[src/rtl/fetch_stage.sv]
// Instruction fetch stage: owns the PC, issues one-at-a-time requests to a
// variable-latency instruction memory and presents each returned word with its
// PC+2 in the IF/ID register, honouring stall, branch redirect and HLT.
module fetch_stage #(
    parameter logic [15:0] RESET_PC   = 16'h0000,
    parameter logic [3:0]  HLT_OPCODE = 4'hF
) (
    input  logic        clk,
    input  logic        rst,
    output logic        imem_req,
    output logic [15:0] imem_addr,
    input  logic        imem_valid,
    input  logic [15:0] imem_rdata,
    input  logic        stall,
    input  logic        redirect_en,
    input  logic [15:0] redirect_pc,
    output logic [15:0] instruction,
    output logic [15:0] pc_plus2,
    output logic        if_valid,
    output logic        halted
);

    localparam int unsigned XLEN = 16;

    typedef enum logic [1:0] {
        S_FETCH  = 2'd0,
        S_WAIT   = 2'd1,
        S_HOLD   = 2'd2,
        S_HALTED = 2'd3
    } state_e;

    state_e            state_q;
    logic [XLEN-1:0]   pc_q;
    logic              req_q;
    logic [XLEN-1:0]   addr_q;
    logic              drop_q;
    logic [XLEN-1:0]   instr_q;
    logic [XLEN-1:0]   pc2_q;
    logic              ifv_q;
    logic              halted_q;
    logic [XLEN-1:0]   hold_instr_q;
    logic [XLEN-1:0]   hold_pc2_q;

    logic [XLEN-1:0]   pc_inc;
    logic              ifid_free;
    logic              rdata_hlt;
    logic              hold_hlt;
    logic              req_in_flight;

    // Decode helpers shared by the state machine
    assign pc_inc        = pc_q + XLEN'(2);
    assign ifid_free     = !stall || !ifv_q;
    assign rdata_hlt     = (imem_rdata[15:12] == HLT_OPCODE);
    assign hold_hlt      = (hold_instr_q[15:12] == HLT_OPCODE);
    // A request is on the bus this cycle or still awaiting its response
    assign req_in_flight = (state_q == S_FETCH && req_q) || (state_q == S_WAIT && !imem_valid);

    // Fetch FSM, PC, memory request and IF/ID register
    always_ff @(posedge clk) begin
        if (rst) begin
            state_q      <= S_FETCH;
            pc_q         <= RESET_PC;
            req_q        <= 1'b0;
            addr_q       <= RESET_PC;
            instr_q      <= '0;
            pc2_q        <= '0;
            ifv_q        <= 1'b0;
            halted_q     <= 1'b0;
            hold_instr_q <= '0;
            hold_pc2_q   <= '0;
            // A request cut off by reset may still answer; swallow that answer
            drop_q       <= (state_q == S_WAIT) && !imem_valid;
        end else begin
            if (!stall) begin
                ifv_q <= 1'b0;
            end
            if (imem_valid) begin
                drop_q <= 1'b0;
            end

            if (redirect_en) begin
                pc_q     <= redirect_pc;
                ifv_q    <= 1'b0;
                halted_q <= 1'b0;
                if (req_in_flight) begin
                    state_q <= S_WAIT;
                    req_q   <= 1'b0;
                    drop_q  <= 1'b1;
                end else begin
                    state_q <= S_FETCH;
                    req_q   <= 1'b1;
                    addr_q  <= redirect_pc;
                end
            end else begin
                case (state_q)
                    // req_q low only on the first cycle out of reset: arm the strobe
                    S_FETCH: begin
                        req_q  <= !req_q;
                        addr_q <= pc_q;
                        if (req_q) begin
                            state_q <= S_WAIT;
                        end
                    end
                    S_WAIT: begin
                        if (imem_valid) begin
                            if (drop_q) begin
                                state_q <= S_FETCH;
                                req_q   <= 1'b1;
                                addr_q  <= pc_q;
                            end else begin
                                pc_q <= pc_inc;
                                if (ifid_free) begin
                                    instr_q <= imem_rdata;
                                    pc2_q   <= pc_inc;
                                    ifv_q   <= 1'b1;
                                    if (rdata_hlt) begin
                                        state_q  <= S_HALTED;
                                        halted_q <= 1'b1;
                                    end else begin
                                        state_q <= S_FETCH;
                                        req_q   <= 1'b1;
                                        addr_q  <= pc_inc;
                                    end
                                end else begin
                                    hold_instr_q <= imem_rdata;
                                    hold_pc2_q   <= pc_inc;
                                    state_q      <= S_HOLD;
                                end
                            end
                        end
                    end
                    S_HOLD: begin
                        if (!stall) begin
                            instr_q <= hold_instr_q;
                            pc2_q   <= hold_pc2_q;
                            ifv_q   <= 1'b1;
                            if (hold_hlt) begin
                                state_q  <= S_HALTED;
                                halted_q <= 1'b1;
                            end else begin
                                state_q <= S_FETCH;
                                req_q   <= 1'b1;
                                addr_q  <= pc_q;
                            end
                        end
                    end
                    S_HALTED: begin
                        halted_q <= 1'b1;
                    end
                    default: begin
                        state_q <= S_FETCH;
                    end
                endcase
            end
        end
    end

    assign imem_req    = req_q;
    assign imem_addr   = addr_q;
    assign instruction = instr_q;
    assign pc_plus2    = pc2_q;
    assign if_valid    = ifv_q;
    assign halted      = halted_q;

endmodule

[config.mk]
export PLATFORM = sky130hd
export DESIGN_NAME = fetch_stage
export DESIGN_NICKNAME = d
export VERILOG_FILES = /design/src/rtl/fetch_stage.sv
export SDC_FILE = /design/constraint.sdc
export NUM_CORES = 1
export LEC_CHECK = 0
export BUFFER_PORTS_ARGS = -buffer_cell sky130_fd_sc_hd__buf_4
export CAP_MARGIN = 20
export CORE_MARGIN = 2
export CORE_UTILIZATION = 42
export DETAILED_ROUTE_END_ITERATION = 12
export GPL_TIMING_DRIVEN = 0
export PLACE_DENSITY = 0.67
export SETUP_SLACK_MARGIN = 0.05
export SLEW_MARGIN = 20
export SYNTH_ARGS = -nofsm -noshare
export SYNTH_HDL_FRONTEND = slang
export SYNTH_SLANG_ARGS = --single-unit
[constraint.sdc]
create_clock -name clk -period 1.9 [get_ports clk]
set_input_delay 0.095 -clock clk [delete_from_list [all_inputs] [get_ports clk]]
set_output_delay 0.095 -clock clk [all_outputs]
set_load 0.01 [all_outputs]
Yosys cells after proc, flatten, opt, wreduce, memory -nomap -nowiden
Cells that the tools add are included.
Widths: inputs -> output; s select.
Operators by class
  bitwise gates (word level): 3
  add/sub/neg operators: 1
  equal/unequal tests: 19
  multiplexer cells: 59
  reduce and logical (&&, ||, !) cells: 22
Operators by type and width (count)
  $mux 16: 20
  $pmux 16 s2: 2
  $pmux 16 s3: 1
  $mux 1: 24
  $add 16x2->16 const B: 1
  $mux 2: 8
  $ne 2x2->1 const B: 8
  $reduce_and 7->1: 2
  $ne 3x3->1 const B: 4
  $reduce_and 6->1: 2
  $eq 4x4->1 const B: 2
  $ne 4x4->1 const B: 2
  $pmux 1 s3: 2
  $pmux 2 s3: 1
  $reduce_bool 2->1: 3
  $reduce_and 5->1: 1
  $eq 2x2->1 const B: 2
  $logic_not 1->1: 4
  $reduce_and 4->1: 1
  $reduce_bool 4->1: 1
  $not 1->1: 3
  $reduce_and 3->1: 1
  $reduce_bool 3->1: 1
  $eq 2x1->1 const B: 1
  other kinds (5): 7
Word-level totals
  register bits after elaboration: 102
  word-level logic and storage cells: 115
  input port bits: 37
  output and inout bits: 51

Logic depth before layout (Yosys ltp)
  depth in word-level cells: 7
  depth in mapped cells: 10

Worst setup path after synthesis
Ideal clock, no wire load.
  path type: reg-to-reg
  start point: register state_q[1]
  end point: register addr_q[11], in the netlist imem_addr[11]
  slack: -0.022 ns
  arrival: 1.851 ns
  required time: 1.830 ns
  setup time: 0.070 ns
  stages on the path, launching flop included: 10
  buffers on the path: 2
  clock period less this slack: 1.922 ns
  cells stage by stage: dfxtp_1 inv_1 ha_1 buf_2 and2b_4 a31oi_1 a31o_2 buf_2 o211ai_1 a21oi_1
On the way
  cells in the longest elaborated chain, start to end: 5
  elaborated cells on any way between the ends: 16
RTL lines
  from (decl): RTL line 32  | state_e state_q;
  from (signal assigned): RTL line 61  | state_q <= S_FETCH;
  from (signal assigned): RTL line 86  | state_q <= S_WAIT;
  from (signal assigned): RTL line 90  | state_q <= S_FETCH;
  $eq 2x1->1 / $logic_not 2->1 (equally long branches): RTL line 56, 95
  $logic_and 1x1->1: RTL line 56  | assign req_in_flight = (state_q == S_FETCH && req_q) || (state_q == S_WAIT && !imem_valid);
  $logic_or 1x1->1: RTL line 56
  $ne 2x2->1 (no line)
  $reduce_and 7->1 (no line)
  to (signal assigned): RTL line 92  | addr_q <= redirect_pc;
  to (signal assigned): RTL line 99  | addr_q <= pc_q;
  to (signal assigned): RTL line 109  | addr_q <= pc_q;
  to (decl): RTL line 35  | logic [XLEN-1:0] addr_q;
Several ways; a longest one is shown, not always the timed one.
A chain may end at the register's enable or synchronous reset.

Final worst setup path
  start point: register state_q[1]
  end point: register instr_q[0], in the netlist instruction[0]
On the way
  cells in the longest elaborated chain, start to end: 3
  elaborated cells on any way between the ends: 9
RTL lines
  $eq 2x1->1 / $eq 2x2->1 (equally long branches): RTL line 95  | case (state_q)
  $ne 2x2->1 (no line) / $reduce_bool 2->1 (equally long branches)
  $reduce_and 6->1 (no line)
  to (signal assigned): RTL line 113  | instr_q <= imem_rdata;
  to (signal assigned): RTL line 134  | instr_q <= hold_instr_q;
  to (decl): RTL line 37  | logic [XLEN-1:0] instr_q;
Several ways; a longest one is shown, not always the timed one.

==> impl_metrics.yaml <==
power:
  finalPower_w: 0.005253
  p_leak_nw: 2.627
  power.density_nw_per_um2: 746.8
  peakVddDrop_mv: 0.4294
routing:
  dr.pass1.iters: 5
  drt_iter0_markers: 435
  vias: 4988
  drc: 0
  antenna_left: 0
  wl_met3_um: 838
  top_layer_used: "met4"
  wl_met2_mm: 7.742
  wl_per_cell_um: 17.93
  met1_length_mm: 6.985
  routed_wl_mm: 15.98
  via_per_inst: 5.598
critical_path:
  critPathMaxFanout: 10
  cpPeakStageDelay_ns: 0.35
  required_ns: 2.16
  cp-start-kind: "flop"
  path_cells: "inv_4, ha_4, buf_6, a21oi_1, a2bb2oi_2, and3_4, buf_6, nor2_1, a211oi_1"
  cpMostUsedCell: "buf_6"
  critPathKind: "reg -> reg"
  arrival_ns: 2.17
  end_kind: "flop"
  crit_slowest_cell: "dfxtp_2"
flow_run:
  drv_cap: 0
floorplan:
  dieArea_sq_um: 12690
  core_area_sq_um: 11470
  start_util_pct: 43.24
  ios: 88
  die_x_um: 112.7
  fp.dieH_um: 112.7
  rows: 39
sta:
  fin_skew_ns: 0.007740
  final_hold_viol_count: 0
  fin_crit_sh_pct: 100.9
  worstMarginPinSlew_ns: 0.7296
  setup_slack_ns: -0.01804
  slew_violations: 0
  grt_setup_unrepaired: "true"
  relSlewSlack_pct: 51.36
  clock.fmax_mhz: 521.4
  min_period_ns: 1.918
  finalSetupViolCount: 2
status:
  outcome: "finished with violations"
  violations: "negative setup slack"
global_route:
  grt_first_pass_wirelength_mm: 23.96
  grt_max_degree: 18
  grt_use_total_pct: 24.00
  gr-total-overflow: 0
  grt_pass1_vias: 4709
  antenna_found_initial: 0
hold_path:
  holdCritPathClass: "in -> reg"
synth:
  syn_nets: 644
  async_reset_ff_share_pct: 0
  ys_dominant_reg_cell: "dfxtp_1"
  synth_edf_count: 0
  synth_cell_types: 52
  synth_warnings: 0
  synth.cell_area_sq_um: 4959
  ys_ff_latch: 102
  syn_area_per_cell_sq_um: 8.237
  yosysSeqAreaShare_pct: 41.18
  synthCells: 602
layout:
  nets: 785
  layout-drive-gt1-share_pct: 33.42
  nFillCells: 967
  area_delta_synth_final_pct: 41.86
  final_area_sq_um: 7034
  antennaDiodeCount: 0
placement:
  hpwlAfterDp_mm: 10.64
  place_ws_ns: -0.5202
  portBuffers: 86
  routabilityCongestion: 0.8688
  dpl_cell_area_sq_um: 5814
clock_tree:
  htree_levels: 3
  cts_tree: "built"
  cts_root_buf: "clkbuf_16"
  cts_inserted_buffers: 9
  path_clk_slew_ns: 0.07
  clock_path_buffers: 2
  clock-sinks: 102
  worst_skew_pair.late_latency_ns: 0.36
==> stage by stage <==
step / util, % / setup TNS, ns / hold slack [ns] / std cells
detailed placement: 50.70 / -25.17 / 0.3319 / 831
global placement: 50.70 / -21.12 / 0.3264 / 831
CTS: 57.39 / 0 / 0.0003377 / 883
floorplan: - / 0 / 0.2077 / 602
global route: 61.34 / -1.258 / 0.01815 / 891
finish: 61.34 / -0.03027 / 0.01323 / 891
==> synthesized netlist by cell type (all sizes together) (2+ instances only) <==
library cell  count  area share [%]
a211o             2            0.35
a211oi           26             3.9
a21boi            4            0.61
a21oi            53             5.3
a2bb2oi           2            0.48
a311o             2            0.40
a311oi            4            0.71
a31oi             2            0.56
and3              2            0.25
and4              3            0.61
buf              28             2.9
clkbuf           22             1.7
dfxtp           102              41
ha                5             1.3
inv               9            0.68
mux2i            20             4.0
nand2            98             7.5
nand2b           17             2.1
nand3            18             1.8
nand3b            2            0.30
nand4             5             1.1
nor2             51             4.0
nor3             14             1.6
nor4              7            0.88
o211ai           19             2.9
o21a             12             1.8
o21ai            21             2.1
or3               6            0.76
xnor2            16             2.8
xor2             19             3.4
==> cell usage in the layout, fill, tap and decap left out, types with 4 or more instances in the layout <==
master	instances
nand3_1	16
xnor2_1	16
clkbuf_1	16
o21ai_1	5
inv_1	5
clkbuf_4	4
nor4_1	4
a21oi_2	21
dfxtp_1	99
clkbuf_16	11
nand2_4	16
nand2_2	6
nor2_1	45
buf_6	15
a21oi_1	32
mux2i_1	20
dlygate4sd3_1	14
o21ai_0	16
nand2b_1	17
a211oi_1	23
a311oi_1	4
buf_4	117
nor3_1	9
o21a_1	12
nor2_2	4
nand2_1	76
or3_1	6
xor2_1	19
o211ai_1	19
buf_2	7
==> routing by layer <==
layer | up-vias | track usage, %
met4 | 0 | 10.24
met1 | 2412 | 31.67
met2 | 154 | 39.28
met5 | - | 0
li1 | 2391 | -
met3 | 31 | 3.456
==> path summary, 6_finish.rpt <==
kind              cells past startpoint                            to  slack, ns                  startpoint
hold / removal                        3  hold_instr_q[1]$_SDFFE_PP0P_       0.01               imem_rdata[1]
hold reg to reg                       2    imem_addr[10]$_SDFFE_PP0P_       0.45  imem_addr[10]$_SDFFE_PP0P_
setup / recovery                      9   instruction[0]$_SDFFE_PP0P_      -0.02     state_q[1]$_SDFFE_PP0P_
setup reg to reg                      9   instruction[0]$_SDFFE_PP0P_      -0.02     state_q[1]$_SDFFE_PP0P_
==> where the power goes <==
group	internal, W	switching (W)	leakage, nW
clock	0.000905	0.000879	0.127
sequential	0.00226	0.0000935	0.834
combinational	0.000522	0.000595	1.67
==> cell type report <==
type	count	area, sq um	share of cell area, %
Inverter	9	42.54	0.6048
Sequential cell	102	2051	29.15
Multi-Input combinational cell	441	3067	43.60
Clock inverter	5	41.29	0.5870
Buffer	47	322.8	4.589
Tap cell	143	178.9	2.544
Timing Repair Buffer	133	1099	15.62
Clock buffer	11	232.7	3.308
==> flip-flops by register name (all words and copies together), names as in the netlist <==
name and flops:
imem_addr 16, if_valid 1, state_q 2, imem_req 1, instruction 16, halted 1
pc_q 16, drop_q 1, hold_instr_q 16, hold_pc2_q 16, pc_plus2 16
==> repair_timing <==
item | 4_1_cts | 5_1_grt
endpoints found under the setup margin | 90 | 85
buffers inserted | 23 | 7
gates cloned | 1 | 2
pin swaps | 10 | 44
hold buffers | 14 | 0
hold endpoints to repair | 14 | 0
resized for setup | 46 | 110
==> worst max-delay path: cells and delay by family (launching register included) <==
family                   cells  cell delay (ns)
buffers and inverters        3             0.33
AND/OR/NAND/NOR              2             0.32
adder cells (fa/ha/maj)      1             0.15
AO/OA/AOI/OAI                3             0.65
flip-flops                   1             0.35
==> cells by family (layout without fill, tap and decap cells) <==
logic type      Yosys count  count (layout)  synth area share (%)
compound gates          155             155                 20.64
xor+xnor                 35              35                 6.182
fa+ha+maj                 5               5                 1.262
buf+inv                  59             205                 5.249
flops                   102             102                 41.18
mux                      20              20                 4.037
simple gates            226             226                 21.45
Note: power is estimated with default switching activity, not from simulation.
